[src/rtl/pr_pkg.sv]
// Shared types and constants for the serial parity frame controller.
package pr_pkg;

  typedef enum logic [1:0] {
    IDLE = 2'd0,
    DATA = 2'd1,
    PAR  = 2'd2,
    STOP = 2'd3
  } pr_state_e;

  localparam logic EVEN = 1'b0;
  localparam logic ODD  = 1'b1;

  localparam int PAR_EVEN     = 0;
  localparam int PAR_ODD_MODE = 1;

endpackage

[src/rtl/pr_acc.sv]
// One-bit Moore parity accumulator: toggles on each qualified one, clears to EVEN.
module pr_acc
  import pr_pkg::*;
(
  input  logic clk,
  input  logic rst,
  input  logic clr,
  input  logic en,
  input  logic bit_in,
  output logic par
);

  logic par_q;

  always_ff @(posedge clk or negedge rst) begin
    if (!rst) begin
      par_q <= EVEN;
    end else if (clr) begin
      par_q <= EVEN;
    end else if (en && bit_in) begin
      par_q <= (par_q == EVEN) ? ODD : EVEN;
    end
  end

  assign par = par_q;

endmodule

[src/rtl/pr_frame_ctrl.sv]
// Serial frame receiver: start, DATA_W data bits LSB first, parity, stop; each
// finished frame goes into a one-entry valid/ready buffer with error flags.
module pr_frame_ctrl
  import pr_pkg::*;
#(
  parameter int DATA_W  = 8,
  parameter int PAR_ODD = 0
) (
  input  logic              clk,
  input  logic              rst,
  input  logic              sr_in,
  input  logic              sr_vld,
  output logic [DATA_W-1:0] out_data,
  output logic              out_par_err,
  output logic              out_frm_err,
  output logic              out_vld,
  input  logic              out_rdy,
  output logic              ovr,
  output logic              busy
);

  localparam int   CNT_W   = $clog2(DATA_W);
  localparam logic ODD_BIT = (PAR_ODD == PAR_ODD_MODE);

  pr_state_e          state_q, state_d;
  logic [CNT_W-1:0]   cnt_q, cnt_d;
  logic [DATA_W-1:0]  shift_q, shift_d;
  logic               perr_q, perr_d;
  logic [DATA_W-1:0]  data_q, data_d;
  logic               operr_q, operr_d;
  logic               oferr_q, oferr_d;
  logic               ovld_q, ovld_d;
  logic               ovr_q, ovr_d;

  logic acc_clr, acc_en, acc_par;
  logic complete, ferr_now, pop, load;

  pr_acc u_acc (
    .clk    (clk),
    .rst    (rst),
    .clr    (acc_clr),
    .en     (acc_en),
    .bit_in (sr_in),
    .par    (acc_par)
  );

  always_ff @(posedge clk or negedge rst) begin
    if (!rst) begin
      state_q <= IDLE;
      cnt_q   <= '0;
      shift_q <= '0;
      perr_q  <= 1'b0;
      data_q  <= '0;
      operr_q <= 1'b0;
      oferr_q <= 1'b0;
      ovld_q  <= 1'b0;
      ovr_q   <= 1'b0;
    end else begin
      state_q <= state_d;
      cnt_q   <= cnt_d;
      shift_q <= shift_d;
      perr_q  <= perr_d;
      data_q  <= data_d;
      operr_q <= operr_d;
      oferr_q <= oferr_d;
      ovld_q  <= ovld_d;
      ovr_q   <= ovr_d;
    end
  end

  always_comb begin
    state_d  = state_q;
    cnt_d    = cnt_q;
    shift_d  = shift_q;
    perr_d   = perr_q;
    acc_clr  = 1'b0;
    acc_en   = 1'b0;
    complete = 1'b0;
    ferr_now = 1'b0;

    if (sr_vld) begin
      unique case (state_q)
        IDLE: begin
          if (!sr_in) begin
            state_d = DATA;
            cnt_d   = '0;
            acc_clr = 1'b1;
          end
        end
        DATA: begin
          shift_d[cnt_q] = sr_in;
          acc_en         = 1'b1;
          if (cnt_q == CNT_W'(DATA_W - 1)) begin
            state_d = PAR;
          end else begin
            cnt_d = cnt_q + 1'b1;
          end
        end
        PAR: begin
          perr_d  = acc_par ^ sr_in ^ ODD_BIT;
          state_d = STOP;
        end
        STOP: begin
          complete = 1'b1;
          ferr_now = ~sr_in;
          state_d  = IDLE;
        end
        default: state_d = IDLE;
      endcase
    end
  end

  // A pop in the completion cycle frees the slot, so the new frame replaces the old one.
  always_comb begin
    pop     = ovld_q & out_rdy;
    load    = complete & (~ovld_q | pop);
    ovr_d   = complete & ovld_q & ~out_rdy;
    ovld_d  = load | (ovld_q & ~pop);
    data_d  = load ? shift_q  : data_q;
    operr_d = load ? perr_q   : operr_q;
    oferr_d = load ? ferr_now : oferr_q;
  end

  assign out_data    = data_q;
  assign out_par_err = operr_q;
  assign out_frm_err = oferr_q;
  assign out_vld     = ovld_q;
  assign ovr         = ovr_q;
  assign busy        = (state_q != IDLE);

endmodule

[config.mk]
export PLATFORM = sky130hd
export DESIGN_NAME = pr_frame_ctrl
export DESIGN_NICKNAME = d
export VERILOG_FILES = /design/src/rtl/pr_pkg.sv /design/src/rtl/pr_acc.sv /design/src/rtl/pr_frame_ctrl.sv
export SDC_FILE = /design/constraint.sdc
export NUM_CORES = 1
export LEC_CHECK = 0
export ABC_AREA = 1
export BUFFER_PORTS_ARGS = -buffer_cell sky130_fd_sc_hd__buf_2
export CAP_MARGIN = 20
export CORE_UTILIZATION = 34
export DETAILED_ROUTE_END_ITERATION = 12
export GPL_TIMING_DRIVEN = 0
export SKIP_CTS_REPAIR_TIMING = 1
export SYNTH_ARGS = -nofsm -noshare
export SYNTH_HDL_FRONTEND = slang
export SYNTH_SLANG_ARGS = --single-unit
[constraint.sdc]
create_clock -name clk -period 1.4 [get_ports clk]
set_input_delay 0.28 -clock clk [delete_from_list [all_inputs] [get_ports clk]]
set_output_delay 0.28 -clock clk [all_outputs]
set_load 0.03 [all_outputs]
==> results.md <==
* Outcome: complete, but fails checks
* Violations in the final reports: negative hold slack
* Worst Path Arrival at about 1.1 ns
* Max-Cap Viols at 0
* First drt pass iteration count at 3
* CTS Sinks at 27
* WL per Instance at around 10 um
* Netlist cell types at 18
* Grt met3 use at roughly 1.6%
* Sequential area share after synthesis at 51.4%
* RSZ-0062 raised after global routing: yes
* F_max at between 700 and 800 MHz
* Met1 Use GR at 16.8%
* Dpl cells at 222
* Diode count at 0
* Skew final at about 0.006 ns
* Die H at about 64 um
* Pin count of the biggest net entering global routing at 28
* Final #Nets at 194
* Antenna violations before repair at 0
* Syn nets at around 170
* Leak pwr at 0.922 nW
* WHS at -0.00576 ns
* Final setup viols at 0
* Relative slew slack at 61.5%
* Setup slack at placement at -0.0379 ns
* Maximum VDD drop at 0.916 mV
* Std-Cell Rows at 22
* Num CTS Buffers at 3
* Total GRT Usage at between 10 and 15%
* Netlist Area Pre-Place at approximately 1300 um^2
* Fillers at between 300 and 400
* Hold crit path type: input port to async pin
* Area grow syn2layout at 19.6%
* Global route overflow at 0
* Residual DRC at 0
* Required time of the critical path at approximately 1.1 ns
* Htree depth at 1
* Min Tclk post-route at 1.39 ns
* I/O Buffers at 17
* Clock slew at the register clock pins of the worst setup and hold paths at approximately 0.09 ns
* Avg Vias per Cell at 4.51
* # IOs at 18
* Clock buffer depth at 2
* Endpoints failing hold at 13
* Final setup margin at 0.0112 ns
* Crit-path slowest cell: dfrtp_1
* First-pass GRT wire length at 4150 um
* Die footprint at around 4000 um^2
* Setup TNS at 0 ns
* Period utilization at 99.2%
* HPWL Detailed at about 1800 um
* CP Cell Sequence: inv_2 > ha_4 > inv_2 > buf_6
* Final WL at approximately 2400 um
* Clock Latency Late Sink at 0.27 ns
* GPL Wtd Cong at 0.861
* Vias in the first global route at 982
* Yosys reg bits at 27
* Die Wd at about 64 um
* CP peak stage delay at 0.43 ns
* Max Transition Viols Final at 0
* Post-Syn Area per Cell at 8.38 um^2
* CTS root buffer: clkbuf_8
* Final Non-Filler Cells at 230
* Worst Path Max Fanout at 4
* GR met2 Demand/Resource at 21.7%
* Drt first-iter violations at 27
* Final core utilization at between 40% and 50%
* Initial Utilization at 35.7%
* Power Total at 2.80 mW
* Most used cell, CP: inv_2
* Startpoint types: flip-flop
* CTS tree: built
* Core box area at 3690 um^2
* Busiest grt layer: met2
* Slew @ Worst Pin at approximately 0.58 ns
* Vias at roughly 1.0k
* Pwr/cell area at 1780 nW/um^2
* CP Capture Type: output port
* ANT nets after route at 0
* Kind of critical path: flip-flop to output port
* Post-Synthesis Cells at roughly 160
* Yosys warnings at 0
* Layout cells sized above 1 at approximately a quarter
cell families after synthesis:
kind of cell / synth area share [%]
AOI/OAI and AO/OA: 5.33
and+or+nand+nor: 29.4
buffers and inverters: 7.52
xor gates and xnor gates: 0.666
DFF: 51.4
adders and majority gates: 5.71
through the flow:
stage	instance area [um^2]	hold WS (ns)
2_1_floorplan	1320	-0.0156
3_3_place_gp	1460	0.315
3_5_place_dp	1460	0.321
4_1_cts	1510	0.0205
5_1_grt	1570	0.0452
6_report	1570	-0.00576
per-layer routing:
metal | routed length [um] | vias to the layer above | part of all wire [%]
li1 | - | 547 | -
met1 | 1200 | 470 | 50
met2 | 1110 | 19 | 46
met3 | 77 | 2 | 3.2
met4 | 27 | 0 | 1.1
met5 | 0 | - | 0
layout make-up:
| type | count | area (um^2) | share of cell area, % |
|---|---|---|---|
| flip-flops and latches | 27 | 677 | 43.0 |
| multi-input cells | 107 | 571 | 36.3 |
| repair buffers | 21 | 121 | 7.72 |
| inverters | 20 | 77.6 | 4.93 |
| well taps | 48 | 60.1 | 3.82 |
| clock buffers | 4 | 45.0 | 2.86 |
| plain buffers | 3 | 21.3 | 1.35 |
worst paths after layout:
check / from / end / slack, ns / depth (start not counted)
worst min-delay path: rst / out_data[4]$_DFFE_PN0P_ / -0.006 / 1
worst max register to register: state_q[0]$_DFFE_PN0P_ / state_q[0]$_DFFE_PN0P_ / 0.04 / 6
worst min register to register: out_data[2]$_DFFE_PN0P_ / out_data[2]$_DFFE_PN0P_ / 0.47 / 2
min in group clk: sr_vld / ovr$_DFF_PN0_ / 0.36 / 3
worst max-delay path: state_q[1]$_DFFE_PN0P_ / busy / 0.01 / 4
max in group asynchronous: rst / cnt_q[1]$_DFFE_PN0P_ / 0.99 / 1
Yosys cell counts (all sizes together):
cell type	instances	area, um^2
ha	6	75.1
dfrtp	27	676
nand3b	1	7.51
xnor2	1	8.76
a21oi	1	16.3
or2	1	6.26
inv	20	77.6
nand3	21	105
nor2	3	11.3
nand4	4	25.0
nand2	59	231
buf	3	21.3
o21ai	10	53.8
critical path, delay by kind of cell, from the launching register on:
kind       cells  cell delay [ns]
fa+ha+maj      1             0.15
buf+inv        3             0.25
flops          1             0.43
layout by cell type (no fill, tap or decap), types with 2 or more instances in the layout:
cell type and n:
nand2_1 53, dfrtp_1 26, nand3_1 20, buf_2 18
inv_1 16, o21ai_0 6, nand2_2 5, nand4_1 4
ha_1 4, buf_4 4, inv_2 3, nor2_1 3
o21ai_1 3, clkbuf_8 3, buf_6 2
state kept, by name (all words and copies together) (netlist names):
signal       count
ovr              1
out_vld          1
cnt_q            3
u_acc.par        1
out_par_err      1
shift_q          8
out_data         8
state_q          2
perr_q           1
out_frm_err      1
power by group:
group | switching [mW] | internal (mW) | leakage (nW) | total [mW]
Sequential | 0.132 | 0.988 | 0.361 | 1.12
Combinational | 0.786 | 0.460 | 0.539 | 1.25
Clock | 0.234 | 0.204 | 0.0228 | 0.438
Note: power is estimated with default switching activity, not from simulation.
